## src/rtl/cornet_bus_arbiter.sv

```systemverilog
// Shares the cornet memory bus between NREQ requesters: one byte read or write at a time,
// with optional strict priority for requester 0 and a read-ack timeout.
module cornet_bus_arbiter #(
    parameter int NREQ    = 3,
    parameter int PRIO0   = 1,
    parameter int TIMEOUT = 255
) (
    input  logic                 clk,
    input  logic                 reset,
    input  logic [NREQ-1:0]      req_valid,
    input  logic [NREQ-1:0]      req_we,
    input  logic [NREQ*16-1:0]   req_addr,
    input  logic [NREQ*8-1:0]    req_wdata,
    output logic [NREQ-1:0]      req_ack,
    output logic [7:0]           req_rdata,
    output logic                 req_err,
    output logic [15:0]          mem_addr,
    output logic [7:0]           mem_wr_data,
    output logic                 mem_wr_enable,
    output logic                 mem_rd_req,
    input  logic                 mem_rd_ack,
    input  logic [7:0]           mem_rd_data,
    output logic [1:0]           grant_id,
    output logic                 busy
);

    typedef enum logic [1:0] {IDLE, WRITE, READ, ACK} state_t;

    localparam logic [NREQ-1:0] ONE      = {{(NREQ-1){1'b0}}, 1'b1};
    localparam logic [1:0]      LAST_RST = 2'(NREQ - 1);
    localparam logic [7:0]      TO_LAST  = 8'(TIMEOUT - 1);

    state_t            state_q, state_d;
    logic [1:0]        last_q, last_d;
    logic [1:0]        grant_q, grant_d;
    logic [NREQ-1:0]   mask_q, mask_d;
    logic [NREQ-1:0]   ack_q, ack_d;
    logic [7:0]        cnt_q, cnt_d;
    logic [7:0]        wdata_q, wdata_d;
    logic [7:0]        rdata_q, rdata_d;
    logic [15:0]       addr_q, addr_d;
    logic              wr_en_q, wr_en_d;
    logic              rd_req_q, rd_req_d;
    logic              err_q, err_d;

    logic [NREQ-1:0]   cand;
    logic              win_found;
    logic [1:0]        win_idx;
    logic              win_we;
    logic [15:0]       win_addr;
    logic [7:0]        win_wdata;

    // Winner selection: optional strict priority for requester 0, else scan from last+1.
    always_comb begin
        cand      = req_valid & ~mask_q;
        win_found = 1'b0;
        win_idx   = '0;
        win_we    = 1'b0;
        win_addr  = '0;
        win_wdata = '0;
        if (PRIO0 != 0 && cand[0]) begin
            win_found = 1'b1;
        end
        for (int i = 1; i <= NREQ; i++) begin
            for (int k = 0; k < NREQ; k++) begin
                if (!win_found && cand[k] && k == (int'(last_q) + i) % NREQ) begin
                    win_found = 1'b1;
                    win_idx   = 2'(k);
                end
            end
        end
        for (int k = 0; k < NREQ; k++) begin
            if (win_idx == 2'(k)) begin
                win_we    = req_we[k];
                win_addr  = req_addr[16*k +: 16];
                win_wdata = req_wdata[8*k +: 8];
            end
        end
    end

    always_comb begin
        state_d  = state_q;
        last_d   = last_q;
        grant_d  = grant_q;
        mask_d   = '0;
        ack_d    = '0;
        cnt_d    = cnt_q;
        wdata_d  = wdata_q;
        rdata_d  = rdata_q;
        addr_d   = addr_q;
        wr_en_d  = 1'b0;
        rd_req_d = rd_req_q;
        err_d    = 1'b0;
        case (state_q)
            IDLE: begin
                if (win_found) begin
                    grant_d = win_idx;
                    addr_d  = win_addr;
                    wdata_d = win_wdata;
                    cnt_d   = '0;
                    if (win_we) begin
                        state_d = WRITE;
                        wr_en_d = 1'b1;
                    end else begin
                        state_d  = READ;
                        rd_req_d = 1'b1;
                    end
                end
            end
            WRITE: begin
                state_d = ACK;
                ack_d   = ONE << grant_q;
            end
            READ: begin
                cnt_d = (cnt_q == 8'hFF) ? cnt_q : cnt_q + 8'd1;
                // A late ack in the timeout cycle still delivers real data.
                if (mem_rd_ack) begin
                    rdata_d  = mem_rd_data;
                    rd_req_d = 1'b0;
                    ack_d    = ONE << grant_q;
                    state_d  = ACK;
                end else if (cnt_q == TO_LAST) begin
                    rdata_d  = 8'hFF;
                    err_d    = 1'b1;
                    rd_req_d = 1'b0;
                    ack_d    = ONE << grant_q;
                    state_d  = ACK;
                end
            end
            ACK: begin
                last_d  = grant_q;
                mask_d  = ONE << grant_q;
                state_d = IDLE;
            end
            default: state_d = IDLE;
        endcase
    end

    always_ff @(posedge clk) begin
        if (reset) begin
            state_q  <= IDLE;
            last_q   <= LAST_RST;
            grant_q  <= '0;
            mask_q   <= '0;
            ack_q    <= '0;
            cnt_q    <= '0;
            wdata_q  <= '0;
            rdata_q  <= '0;
            addr_q   <= '0;
            wr_en_q  <= 1'b0;
            rd_req_q <= 1'b0;
            err_q    <= 1'b0;
        end else begin
            state_q  <= state_d;
            last_q   <= last_d;
            grant_q  <= grant_d;
            mask_q   <= mask_d;
            ack_q    <= ack_d;
            cnt_q    <= cnt_d;
            wdata_q  <= wdata_d;
            rdata_q  <= rdata_d;
            addr_q   <= addr_d;
            wr_en_q  <= wr_en_d;
            rd_req_q <= rd_req_d;
            err_q    <= err_d;
        end
    end

    assign req_ack       = ack_q;
    assign req_rdata     = rdata_q;
    assign req_err       = err_q;
    assign mem_addr      = addr_q;
    assign mem_wr_data   = wdata_q;
    assign mem_wr_enable = wr_en_q;
    assign mem_rd_req    = rd_req_q;
    assign grant_id      = grant_q;
    assign busy          = (state_q != IDLE);

endmodule

```

## config.mk

```make
export PLATFORM = sky130hd
export DESIGN_NAME = cornet_bus_arbiter
export DESIGN_NICKNAME = d
export VERILOG_FILES = /design/src/rtl/cornet_bus_arbiter.sv
export SDC_FILE = /design/constraint.sdc
export NUM_CORES = 1
export LEC_CHECK = 0
export CAP_MARGIN = 20
export CORE_UTILIZATION = 40
export CTS_BUF_LIST = sky130_fd_sc_hd__clkbuf_8
export CTS_CLUSTER_DIAMETER = 60
export DETAILED_ROUTE_END_ITERATION = 7
export HOLD_SLACK_MARGIN = 0.1
export MAX_ROUTING_LAYER = met4
export PLACE_DENSITY = 0.88
export SETUP_SLACK_MARGIN = 0.2
export SLEW_MARGIN = 25
export SYNTH_ARGS = -nofsm -noshare
export SYNTH_HDL_FRONTEND = slang
export SYNTH_SLANG_ARGS = --single-unit
```

## constraint.sdc

```tcl
create_clock -name clk -period 4.52 [get_ports clk]
set_clock_uncertainty 0.05 [all_clocks]
set_input_delay 0.452 -clock clk [delete_from_list [all_inputs] [get_ports clk]]
set_output_delay 0.452 -clock clk [all_outputs]
set_load 0.05 [all_outputs]
```

### After elaboration in Yosys (flattened, before gate mapping)

Cells that the tools add are included.

* word-level logic and storage cells: 133
* output and inout port bits: 41
* bits in registers: 55
* input bits: 89

* divide/modulo/power cells: 3
* equal/unequal tests: 17
* reduce and logical (&&, ||, !) cells: 43
* mux-type cells: 47
* $add $sub $neg: 4
* bitwise operators: 6
* shift-type cells: 1

Operators by type and width (count)
* $eq 2x32->1 const A: 3
* $eq 3x32->1 const A: 3
* $logic_not 32->1: 3
* $mod 32x3->32 const B: 3
* $mux 8: 7
* $mux 16: 3
* $mux 2: 11
* $mux 1: 20
* $logic_and 1x1->1: 18
* $eq 8x8->1 const B: 2
* $pmux 8 s2: 1
* $logic_not 1->1: 9
* $add 8x1->8 const B: 1
* $pmux 2 s4: 1
* $add 2x2->3 const B: 2
* $eq 2x2->1 const B: 3
* $mux 3: 2
* $ne 2x2->1 const B: 3
* $pmux 3 s2: 1
* $reduce_and 2->1: 3
* $reduce_bool 2->1: 3
* $reduce_or 3->1: 2
* $eq 2x1->1 const B: 2
* $logic_not 2->1: 2
* 10 further kinds: 13

### Logic depth before layout (Yosys ltp)

Gate-level depths: netlist of run 1.

* depth after elaboration: 46
* gate-level depth with buffers: 9
* depth with buffers taken out: 7

### Worst setup path after synthesis of run 1

No wires, ideal clock.

* kind: flip-flop to flip-flop
* start: register last_q[0]
* end: register addr_q[0] (netlist: mem_addr[0])
* required time: 4.353 ns
* path buffers: 2
* period minus slack after synthesis: 2.094 ns
* setup time: 0.117 ns
* cell stages (with the launch flop): 10
* slack: 2.426 ns
* arrival time: 1.927 ns
* cells stage by stage: dfxtp_1 -> inv_1 -> ha_1 -> and4bb_1 -> nor4_4 -> buf_6 -> buf_4 -> mux2i_1 -> nand2_1 -> a32o_1

* word-level cells in the longest chain between the ends: 41
* elaborated cells between the ends (all ways): 64
* classes of those cells: add/sub (3); div (3); eq/ne (8); mux (20); reduce/logical (30)

RTL lines
* start, declared: RTL line 34 `logic [1:0] last_q, last_d;`
* start signal, assigned: RTL line 155 `last_q <= last_d;`
* $add 2x1->3: RTL line 66 `if (!win_found && cand[k] && k == (int'(last_q) + i) % NREQ) begin`
* $mod 32x3->32: RTL line 66
* $logic_not 32->1: RTL line 66
* $logic_and 1x1->1: RTL line 66
* $mux 1: RTL line 66
* $logic_not 1->1: RTL line 66
* $logic_and 1x1->1 (2 in a row): RTL line 66
* $mux 1: RTL line 66
* [20 not listed]
* $logic_not 1->1: RTL line 66
* $logic_and 1x1->1 (2 in a row): RTL line 66
* $mux 1: RTL line 66
* $logic_not 1->1: RTL line 66
* $logic_and 1x1->1 (2 in a row): RTL line 66
* $mux 2: RTL line 66
* $logic_not 2->1: RTL line 73 `if (win_idx == 2'(k)) begin`
* $mux 16 (3 in a row): RTL line 73
* end signal, assigned: RTL line 162 `addr_q <= addr_d;`
* end, declared: RTL line 41 `logic [15:0] addr_q, addr_d;`

Parallel ways exist; a longest one is shown, timed or not.
A chain may end at the register's enable or synchronous reset.

### Worst setup path after layout of run 1

* start: register last_q[0]
* end: register addr_q[9] (netlist: mem_addr[9])

The elaborated chain is that of the path after synthesis.

==> metrics.md, run 1 <==
| Metric | Value |
|---|---|
| Reg2Reg Setup Slack | `1.55 ns` |
| Max Cap Viol | `0` |
| CTS HTree Levels | `2` |
| Antenna Cells | `0` |
| Average wire per standard cell | `15.2 µm` |
| Violated checks | `DRC` |
| Net count, final | `511` |
| Antenna violations before repair | `0` |
| Hold-fix buffers, CTS | `0` |
| Gr usage total | `0.219` |
| Hold Path Depth | `1` |
| Synth top area share | `0.393` |
| Remaining antenna violation count after routing | `0` |
| Required time of the critical path | `4.72 ns` |
| P_leak | `1.51 nW` |
| Post-synth top area cell | `dfxtp_1` |
| Vias in the first global route | `2677` |
| Clock transition at path regs | `0.10 ns` |
| Rel. slew slack | `0.348` |
| Largest net degree at the start of global routing | `28` |
| Worst Tran Pin Value | `0.977 ns` |
| Share of post-route cells with drive strength above 1 | `0.0602` |
| Post-Layout Inst Area | `4200 µm²` |
| Setup violations, final | `0` |
| Mapped Cells | `298` |
| Via-per-instance ratio | `5.49` |
| Count leader, synth | `dfxtp_1` |
| Die ar. | `7350 µm²` |
| Die H | `85.7 µm` |
| First-pass GRT wire length | `12400 µm` |
| I/O Pins | `130` |
| Critical Path End Type | `register` |
| Std-Cell Rows | `30` |
| #FFs+latches synth | `55` |
| Syn Area/Cell | `9.41 µm²` |
| Area growth, synth to finish | `49.7%` |
| Reg2reg end | `mem_addr[9]$_SDFFE_PP0N_` |
| CTS tree | `built` |
| Min-Delay Startpoint | `mem_wr_data[7]$_SDFFE_PP0N_` |
| Synth area leaders | `dfxtp_1 39%, mux2i_1 9.3%, a32o_1 8.2%, or3_1 5.6%, nand2_1 4.3%` |
| Syn Nets | `395` |
| Fin crit period | `2.97 ns` |
| Peak Freq | `336 MHz` |
| Port bufs | `129` |
| Worst reg2reg path startpoint | `last_q[0]$_SDFFE_PP0N_` |
| Root buffer cell | `clkbuf_8` |
| Kind of critical path | `register to register` |
| Post-synth top flop | `dfxtp_1` |
| Vias | `2805` |
| Commonest cells post-synth | `55 x dfxtp_1, 32 x nand2_1, 26 x mux2i_1` |
| Post-CTS setup buffer count | `0` |
| # DRC | `1` |
| Crit path arrival time | `3.17 ns` |
| Worst Reg2Reg Path Length in Cells | `7` |
| Placed cell area | `4110 µm²` |
| Post-synthesis sequential area ratio | `0.393` |
| Total clock buffers created by CTS | `5` |
| EDFF count, synth | `0` |
| Die span in x | `85.7 µm` |
| Min-Delay Endpoint | `mem_wr_data[7]$_SDFFE_PP0N_` |
| Clock latency on the worst-skew pair | `0.31 ns` |
| Core area | `6790 µm²` |
| Fin crit share | `0.658` |
| Peak supply drop | `0.314 mV` |
| GR Overflow Total | `0` |
| YS warnings | `0` |
| Critical Path Source Type | `register` |
| Starting Density | `0.413` |
| Final core occ | `0.618` |
| Post_cts resized | `0` |
| Setup TNS | `0 ns` |
| Clk buf depth | `2` |
| Hold WC Path Type | `register to register` |
| First DRT Iteration DRCs | `154` |
| Slew Viols, Final | `0` |
| WL final | `7780 µm` |
| Power Density | `487 nW/µm²` |
| Yosys cell types | `47` |
| Num Clock Sinks | `55` |
| Hpwl dp | `5880 µm` |
| Tot Pwr | `0.00204 W` |
| First-pass DRT Iterations | `6` |
| CP max FO | `23` |
| Unrepaired setup endpoints after global routing | `false` |
| Routability Congestion | `0.859` |
| Cell area after synthesis | `2800 µm²` |
| Final hold vios | `0` |
| Synth async-reset ratio | `0` |
| Status | `complete, but fails checks` |
[worst max-delay path, cell delays in order (launching register included)]
cell	delay (ns)
dfxtp_1	0.38
inv_1	0.06
ha_1	0.36
nor3_2	0.35
a21oi_2	0.10
o21ai_1	0.61
and2_1	0.79
a32o_1	0.22
[layer usage]
metal  GRT usage  routed length, µm  vias up
met5           -                  0        -
met4      0.0909                271        0
met3      0.0414                454       22
met2       0.364               3770      105
met1       0.261               3280     1322
li1            -                  -     1356
[layout make-up]
class                      instances  area, µm²
clock buffer                       5       68.8
clock inverter                     3       16.3
fill                             588       2600
inverter                          12       45.0
multi-input combinational        210       1550
sequential                        55       1100
tap                               96        120
timing repair buffer             130       1300
[stage by stage]
stage,setup slack (ns),instances,hold WS (ns)
after floorplan,2.43,298,0.414
after global placement,1.49,503,0.397
after detailed placement,1.42,503,0.405
after CTS,1.54,511,0.426
after global routing,1.29,511,0.452
final,1.55,511,0.424
[cell families after synthesis]
| family | count (synthesis) | synth area share |
|---|---|---|
| muxes | 26 | 0.0928 |
| and+or+nand+nor | 105 | 0.208 |
| buffers and inverters | 33 | 0.0558 |
| AOI/OAI and AO/OA | 71 | 0.215 |
| DFF | 55 | 0.393 |
| adders and majority gates | 8 | 0.0357 |
[layout by cell type (no fill, tap or decap), types with 2 or more instances in the layout]
| cell | synthesis | final |
|---|---|---|
| a21oi_1 | 10 | 10 |
| a221oi_1 | 2 | 2 |
| a32o_1 | 23 | 23 |
| clkbuf_8 | 0 | 5 |
| clkdlybuf4s50_1 | 0 | 129 |
| dfxtp_1 | 55 | 55 |
| ha_1 | 8 | 8 |
| inv_1 | 11 | 12 |
| mux2i_1 | 26 | 26 |
| nand2_1 | 32 | 32 |
| nand2b_1 | 6 | 6 |
| nand3_1 | 2 | 2 |
| nand4_1 | 2 | 2 |
| nor2_1 | 12 | 12 |
| nor2b_1 | 2 | 2 |
| nor3_1 | 4 | 4 |
| nor3_2 | 2 | 2 |
| nor4_1 | 2 | 2 |
| o211ai_1 | 4 | 4 |
| o21ai_0 | 7 | 7 |
| o221a_2 | 8 | 8 |
| o22ai_1 | 2 | 2 |
| o31ai_1 | 5 | 5 |
| or2_1 | 2 | 2 |
| or3_1 | 25 | 25 |
| or4_1 | 7 | 7 |
[worst max-delay path by stage]
stage | start | end
after global placement | req_valid[0] | mem_rd_req$_SDFFE_PP0P_
final | last_q[0]$_SDFFE_PP0N_ | mem_addr[9]$_SDFFE_PP0N_
after global routing | last_q[0]$_SDFFE_PP0N_ | mem_addr[9]$_SDFFE_PP0N_
after floorplan | last_q[0]$_SDFFE_PP0N_ | mem_addr[0]$_SDFFE_PP0N_
after detailed placement | req_valid[0] | mem_rd_req$_SDFFE_PP0P_
after CTS | last_q[0]$_SDFFE_PP0N_ | mem_addr[9]$_SDFFE_PP0N_
[where the power goes]
group | total (W) | switching (W) | internal, W
registers | 0.000678 | 0.0000743 | 0.000603
clock network | 0.000266 | 0.000159 | 0.000107
logic | 0.00110 | 0.000692 | 0.000408
total | 0.00204 | 0.000926 | 0.00112
[sequential cells by signal, indices dropped and copies added, names as in the netlist]
name,flops
cnt_q,8
grant_id,2
last_q,2
mask_q,3
mem_addr,16
mem_rd_req,1
mem_wr_data,8
mem_wr_enable,1
req_ack,3
req_err,1
req_rdata,8
state_q,2
Note: power is estimated with default switching activity, not from simulation.
==> inputs of run 2 (changes only) <==
- CORE_UTILIZATION: 40 -> 39
- PLACE_DENSITY: 0.88 -> 0.89
- clock period: 4.52 -> 2.7 ns (I/O delays scaled with it)
==> run 2 against run 1 <==
  * Hold slack barely moved
  * Power is 72% higher
  * The run now ends clean
  * Flip-flop and latch count did not move
  * Clock power rose by 73%
  * Setup slack worse by 1.2 ns
  * Highest routed layer unchanged
  * Largest power group unchanged
  * Global-route usage rose by 0.061 points
  * Sequential share of layout area decreased by 0.61 points
  * Combinational power is 74% higher
  * Critical endpoint is now mem_rd_req$_SDFFE_PP0P_
==> metrics.md, run 2 (synthesis gave the netlist of run 1 again) <==
| Metric | Value |
|---|---|
| Clock latency on the worst-skew pair | `0.31 ns (about the same)` |
| Area growth, synth to finish | `53.2%` |
| Die H | `86.8 µm (+1.2%)` |
| Routability Congestion | `0.832 (-3.1%)` |
| Combinational share of power | `0.544 (+0.006)` |
| Crit path arrival time | `2.52 ns (-0.65 ns)` |
| Largest net degree at the start of global routing | `27 (-3.6%)` |
| First-pass GRT wire length | `12600 µm (+1.8%)` |
| Num Clock Sinks | `55 (unchanged)` |
| Slew Viols, Final | `0 (unchanged)` |
| Fin crit period | `2.36 ns (-0.612 ns)` |
| Die ar. | `7530 µm² (+2.5%)` |
| # DRC | `0 (-1)` |
| First DRT Iteration DRCs | `153 (-0.65%)` |
| Critical Path Source Type | `register` |
| Gr usage total | `0.220 (+0.000614)` |
| Port bufs | `129 (unchanged)` |
| Net count, final | `521 (+2.0%)` |
| Clock transition at path regs | `0.10 ns (about the same)` |
| Reg2Reg Setup Slack | `0.34 ns (-1.21 ns)` |
| Area of the multi-input gates | `1550 µm² (+0.49%)` |
| Filler Cell Count | `559 (-4.9%)` |
| Reg2reg end | `mem_rd_req$_SDFFE_PP0P_` |
| Post-CTS setup buffer count | `0 (unchanged)` |
| CTS tree | `built` |
| Worst Tran Pin Value | `0.568 ns (-0.409 ns)` |
| Sequential power share | `0.325 (-0.007)` |
| Unrepaired setup endpoints after global routing | `false` |
| Peak Freq | `423 MHz (+26%)` |
| Starting Density | `0.408 (-0.00451)` |
| P_leak | `1.58 nW (+4.4%)` |
| Min-Delay Startpoint | `mem_addr[8]$_SDFFE_PP0N_` |
| Share of post-route cells with drive strength above 1 | `0.0849 (+0.0247)` |
| Final hold vios | `0 (unchanged)` |
| GR Overflow Total | `0 (unchanged)` |
| Kind of critical path | `register to register` |
| Commonest cells after routing, fill and taps aside | `128 x clkdlybuf4s50_1, 55 x dfxtp_1, 32 x nand2_1, 26 x mux2i_1, 25 x or3_1` |
| Rel. slew slack | `0.620 (+0.272)` |
| Hpwl dp | `6110 µm (+3.9%)` |
| Hold WC Path Type | `register to register` |
| Via-per-instance ratio | `5.48 (-0.26%)` |
| Critical Path End Type | `register` |
| Setup TNS | `0 ns (unchanged)` |
| Remaining antenna violation count after routing | `0 (unchanged)` |
| Tot Pwr | `0.00351 W (+72%)` |
| Worst Reg2Reg Path Length in Cells | `9 (+2)` |
| Std-Cell Rows | `30 (unchanged)` |
| CP max FO | `24 (+4.3%)` |
| Net Sw Frac | `0.447 (-0.00564)` |
| Clk network pwr share | `0.132 (+0.002)` |
| Total clock buffers created by CTS | `5 (unchanged)` |
| Core area | `6870 µm² (+1.1%)` |
| Power Density | `816 nW/µm² (+68%)` |
| Sw Pwr | `0.00157 W (+69%)` |
| Antenna Cells | `0 (unchanged)` |
| CTS HTree Levels | `2 (unchanged)` |
| Reg area | `1100 µm² (unchanged)` |
| Min-Delay Endpoint | `mem_addr[8]$_SDFFE_PP0N_` |
| Status | `finished clean` |
| Required time of the critical path | `2.86 ns (-1.86 ns)` |
| Internal | `0.00194 W (+73%)` |
| First-pass DRT Iterations | `4 (-2)` |
| Die span in x | `86.8 µm (+1.2%)` |
| Largest register FFs | `16 (unchanged)` |
| Average wire per standard cell | `15.6 µm (+2.7%)` |
| Fin crit share | `0.875 (+0.217)` |
| Max Cap Viol | `0 (unchanged)` |
| Vias | `2847 (+1.5%)` |
| Antenna violations before repair | `0 (unchanged)` |
| Root buffer cell | `clkbuf_8` |
| Setup violations, final | `0 (unchanged)` |
| Worst reg2reg path startpoint | `last_q[0]$_SDFFE_PP0N_` |
| Commonest non-fill, non-tap cell in the layout | `clkdlybuf4s50_1` |
| WL final | `8120 µm (+4.5%)` |
| Peak supply drop | `0.394 mV (+26%)` |
| Hold Path Depth | `2 (+1)` |
| I/O Pins | `130 (unchanged)` |
| Vias in the first global route | `2727 (+1.9%)` |
| Clk buf depth | `2 (unchanged)` |
## run 2: cell types whose count changed in the layout (fill, tap and decap cells not counted)
cell | previous run | this run
clkbuf_8 | 5 | 6
nor3_2 | 2 | 1
dlymetal6s2s_1 | 0 | 1
clkdlybuf4s50_1 | 129 | 128
and2_1 | 1 | 0
clkinvlp_4 | 1 | 0
and2_2 | 0 | 1
nor3_4 | 0 | 1
inv_1 | 12 | 11
buf_12 | 0 | 1
buf_4 | 1 | 10
## run 2: worst max-delay path, stage by stage, from the launching register on
cell and delay, ns:
dfxtp_1 0.37, inv_1 0.06, ha_1 0.36, nor3_2 0.36, a21oi_2 0.13, o21ai_1 0.17, buf_4 0.20, nor2_2 0.04
buf_4 0.21, a311o_1 0.33
## run 2: worst max-delay path by stage
stage | startpoint | end | slack, ns
global route | last_q[0]$_SDFFE_PP0N_ | mem_rd_req$_SDFFE_PP0P_ | 0.18
finish | last_q[0]$_SDFFE_PP0N_ | mem_rd_req$_SDFFE_PP0P_ | 0.34
global placement | last_q[0]$_SDFFE_PP0N_ | mem_addr[4]$_SDFFE_PP0N_ | 0.38
CTS | state_q[0]$_SDFFE_PP0P_ | busy | 0.23
detailed placement | last_q[0]$_SDFFE_PP0N_ | mem_wr_data[5]$_SDFFE_PP0N_ | 0.28
floorplan | last_q[0]$_SDFFE_PP0N_ | mem_addr[0]$_SDFFE_PP0N_ | 0.61
## run 2: per-layer routing
layer	up-vias	track usage	wire (µm)
li1	1376	-	-
met1	1355	0.254	3330
met2	103	0.390	4250
met3	13	0.0400	421
met4	0	0.0561	119
met5	-	-	0
## run 2: repair_timing
| item | in CTS | in global routing |
|---|---|---|
| resized for setup | 0 | 3 |
| hold buffers | 0 | 0 |
| setup endpoints to repair | 0 | 26 |
## run 2: cell type report
class / instances / share of cell area
Tap cell: 96 / 0.0280
Clock buffer: 6 / 0.0192
Multi-Input combinational cell: 210 / 0.362
Timing Repair Buffer: 140 / 0.323
Clock inverter: 1 / 0.00116
Inverter: 12 / 0.0105
Sequential cell: 55 / 0.256
## run 2: power groups by stage
stage	registers (W)	clock network, W	logic [W]
detailed placement	0.00115	0	0.00190
global placement	0.00114	0	0.00187
global route	0.00116	0.000507	0.00201
finish	0.00114	0.000461	0.00191
CTS	0.00114	0.000473	0.00190
floorplan	0.00173	0	0.000643
## run 2: per-stage QoR
step | utilization | hold slack, ns | worst slack, ns | area [µm²] | cells
6_report | 0.626 | 0.424 | 0.338 | 4300 | 520
5_1_grt | 0.626 | 0.452 | 0.185 | 4300 | 520
4_1_cts | 0.624 | 0.424 | 0.228 | 4290 | 520
3_5_place_dp | 0.611 | 0.407 | 0.277 | 4200 | 513
3_3_place_gp | 0.611 | 0.396 | 0.385 | 4200 | 513
2_1_floorplan | - | 0.399 | 0.606 | 2800 | 298
==> inputs of run 3 (changes only) <==
- CORE_UTILIZATION: 39 -> 30
- CTS_CLUSTER_DIAMETER: 60 -> 200
- PLACE_DENSITY: 0.89 -> 0.74
==> run 3 against run 2 <==
  * Fmax grew 3.7%
  * Critical path depth shrank 1
  * Non-clock buffer count grew 1
  * Setup slack improved by 0.083 ns
  * Count of clock-buffer cells in the layout is 1 lower
  * Die area is 29% higher
==> metrics.md, run 3 (synthesis gave the netlist of run 1 again) <==
| Metric | Value |
|---|---|
| Final hold vios | `0 (unchanged)` |
| I/O Pins | `130 (unchanged)` |
| Crit path arrival time | `2.44 ns (-0.08 ns)` |
| Unrepaired setup endpoints after global routing | `false` |
| Num Clock Sinks | `55 (unchanged)` |
| P_leak | `1.58 nW (-0.19%)` |
| Port bufs | `129 (unchanged)` |
| CTS tree | `built` |
| CTS HTree Levels | `2 (unchanged)` |
| Antenna Cells | `0 (unchanged)` |
| Vias in the first global route | `2804 (+2.8%)` |
| Internal | `0.00192 W (-0.88%)` |
| Critical path's largest stage delay | `0.37 ns (about the same)` |
| Routability Congestion | `0.829 (-0.38%)` |
| Average wire per standard cell | `15.2 µm (-3.0%)` |
| Sw Pwr | `0.00158 W (+0.89%)` |
| Critical Path Source Type | `register` |
| Worst Tran Pin Value | `0.617 ns (+0.0493 ns)` |
| Fin crit share | `0.844 (-0.0308)` |
| Cells along the critical path | `inv_1, ha_1, and4bb_1, nor4_4, buf_12, mux2i_1, nand2_1, a32o_1` |
| Remaining antenna violation count after routing | `0 (unchanged)` |
| Via-per-instance ratio | `5.24 (-4.3%)` |
| Slowest stage cell, crit path | `dfxtp_1` |
| First DRT Iteration DRCs | `111 (-27%)` |
| Total clock buffers created by CTS | `5 (unchanged)` |
| Net count, final | `522 (+0.19%)` |
| Std-Cell Rows | `34 (+13%)` |
| Net Sw Frac | `0.452 (+0.00438)` |
| First-pass DRT Iterations | `4 (unchanged)` |
| Max Cap Viol | `0 (unchanged)` |
| Pre-CTS setup slack | `0.316 ns (+0.0394 ns)` |
| Hold WC Path Type | `register to register` |
| Kind of critical path | `register to register` |
| Slew Viols, Final | `0 (unchanged)` |
| # DRC | `0 (unchanged)` |
| Sequential power share | `0.323 (-0.002)` |
| Die span in x | `98.7 µm (+14%)` |
| Area growth, synth to finish | `53.9%` |
| Die H | `98.7 µm (+14%)` |
| CP max FO | `26 (+8.3%)` |
| Share of post-route cells with drive strength above 1 | `0.0869 (+0.00195)` |
| Clock transition at path regs | `0.10 ns (about the same)` |
| Clk buf depth | `2 (unchanged)` |
| Commonest cells after routing, fill and taps aside | `128 x clkdlybuf4s50_1, 55 x dfxtp_1, 32 x nand2_1, 26 x mux2i_1, 25 x or3_1` |
| Starting Density | `0.315 (-0.0928)` |
| Gr usage total | `0.176 (-0.0433)` |
| Root buffer cell | `clkbuf_8` |
| Die ar. | `9740 µm² (+29%)` |
| Power Density | `812 nW/µm² (-0.55%)` |
| Fin crit period | `2.28 ns (-0.0832 ns)` |
| Core area | `8890 µm² (+29%)` |
| Fin Hold WS | `0.422 ns (-0.00220 ns)` |
| Peak supply drop | `0.363 mV (-7.9%)` |
| Clk network pwr share | `0.137 (+0.005)` |
| Largest register FFs | `16 (unchanged)` |
| Vias | `2797 (-1.8%)` |
| GR Overflow Total | `0 (unchanged)` |
| Rel. slew slack | `0.584 (-0.0360)` |
| Status | `finished clean` |
| Combinational share of power | `0.541 (-0.003)` |
| Critical Path End Type | `register` |
| Peak Freq | `439 MHz (+3.7%)` |
| Setup violations, final | `0 (unchanged)` |
| First-pass GRT wire length | `13100 µm (+3.9%)` |
| Largest net degree at the start of global routing | `27 (unchanged)` |
| Antenna violations before repair | `0 (unchanged)` |
| Hold-fix buffers, CTS | `0 (unchanged)` |
| WL final | `8100 µm (-0.36%)` |
| Hpwl dp | `5980 µm (-2.1%)` |
| Commonest non-fill, non-tap cell in the layout | `clkdlybuf4s50_1` |
| Setup TNS | `0 ns (unchanged)` |
| Clock latency on the worst-skew pair | `0.31 ns (about the same)` |
| Required time of the critical path | `2.86 ns (about the same)` |
| Worst setup margin | `0.421 ns (+0.0832 ns)` |
## run 3: changes by cell type in the layout (fill, tap and decap cells not counted), sizes merged
cell | before | now
clkbuf | 6 | 5
clkinvlp | 0 | 2
inv | 11 | 12
clkinv | 2 | 1
buf | 11 | 12
## run 3: cell type report
cell class              count  area [µm²]
flip-flops and latches     55        1100
repair buffers            141        1400
multi-input cells         210        1550
clock inverters             3        23.8
fillers                   853        4570
well taps                 108         135
clock buffers               5        68.8
inverters                  12        45.0
## run 3: power by group through the flow
stage               sequential (W)  clock [W]  combinational, W
global placement           0.00114          0           0.00188
finish                     0.00113   0.000479           0.00189
CTS                        0.00113   0.000498           0.00190
detailed placement         0.00115          0           0.00190
floorplan                  0.00173          0          0.000643
global route               0.00116   0.000533           0.00201
## run 3: layer usage
metal	track usage	share of wire	vias to the layer above
met4	0.0746	0.020	0
li1	-	-	1372
met1	0.205	0.43	1298
met2	0.294	0.49	115
met5	-	0	-
met3	0.0390	0.063	12
## run 3: repair_timing
action,CTS,global route
buffers inserted,0,0
endpoints found under the setup margin,0,1
resized for setup,0,1
## run 3: final timing paths
kind | slack (ns) | cells after the start | endpoint | startpoint
setup / recovery | 0.42 | 8 | mem_wr_data[6]$_SDFFE_PP0N_ | last_q[0]$_SDFFE_PP0N_
hold / removal | 0.42 | 1 | mem_wr_data[5]$_SDFFE_PP0N_ | mem_wr_data[5]$_SDFFE_PP0N_
setup reg to reg | 0.42 | 8 | mem_wr_data[6]$_SDFFE_PP0N_ | last_q[0]$_SDFFE_PP0N_
hold reg to reg | 0.42 | 1 | mem_wr_data[5]$_SDFFE_PP0N_ | mem_wr_data[5]$_SDFFE_PP0N_
## run 3: critical path, delay by kind of cell (launching register included)
family / cells / cell delay, ns
AOI/OAI and AO/OA: 1 / 0.25
DFF: 1 / 0.37
buffers and inverters: 2 / 0.31
adders and majority gates: 1 / 0.36
and+or+nand+nor: 3 / 0.57
muxes: 1 / 0.26
## run 3: metrics by stage
step	total power (W)	area (µm²)	util	std cells
after floorplan	0.00238	2800	-	298
after global placement	0.00302	4220	0.475	526
after detailed placement	0.00305	4220	0.475	526
after CTS	0.00353	4310	0.485	534
after global routing	0.00370	4320	0.486	534
final	0.00350	4320	0.486	534
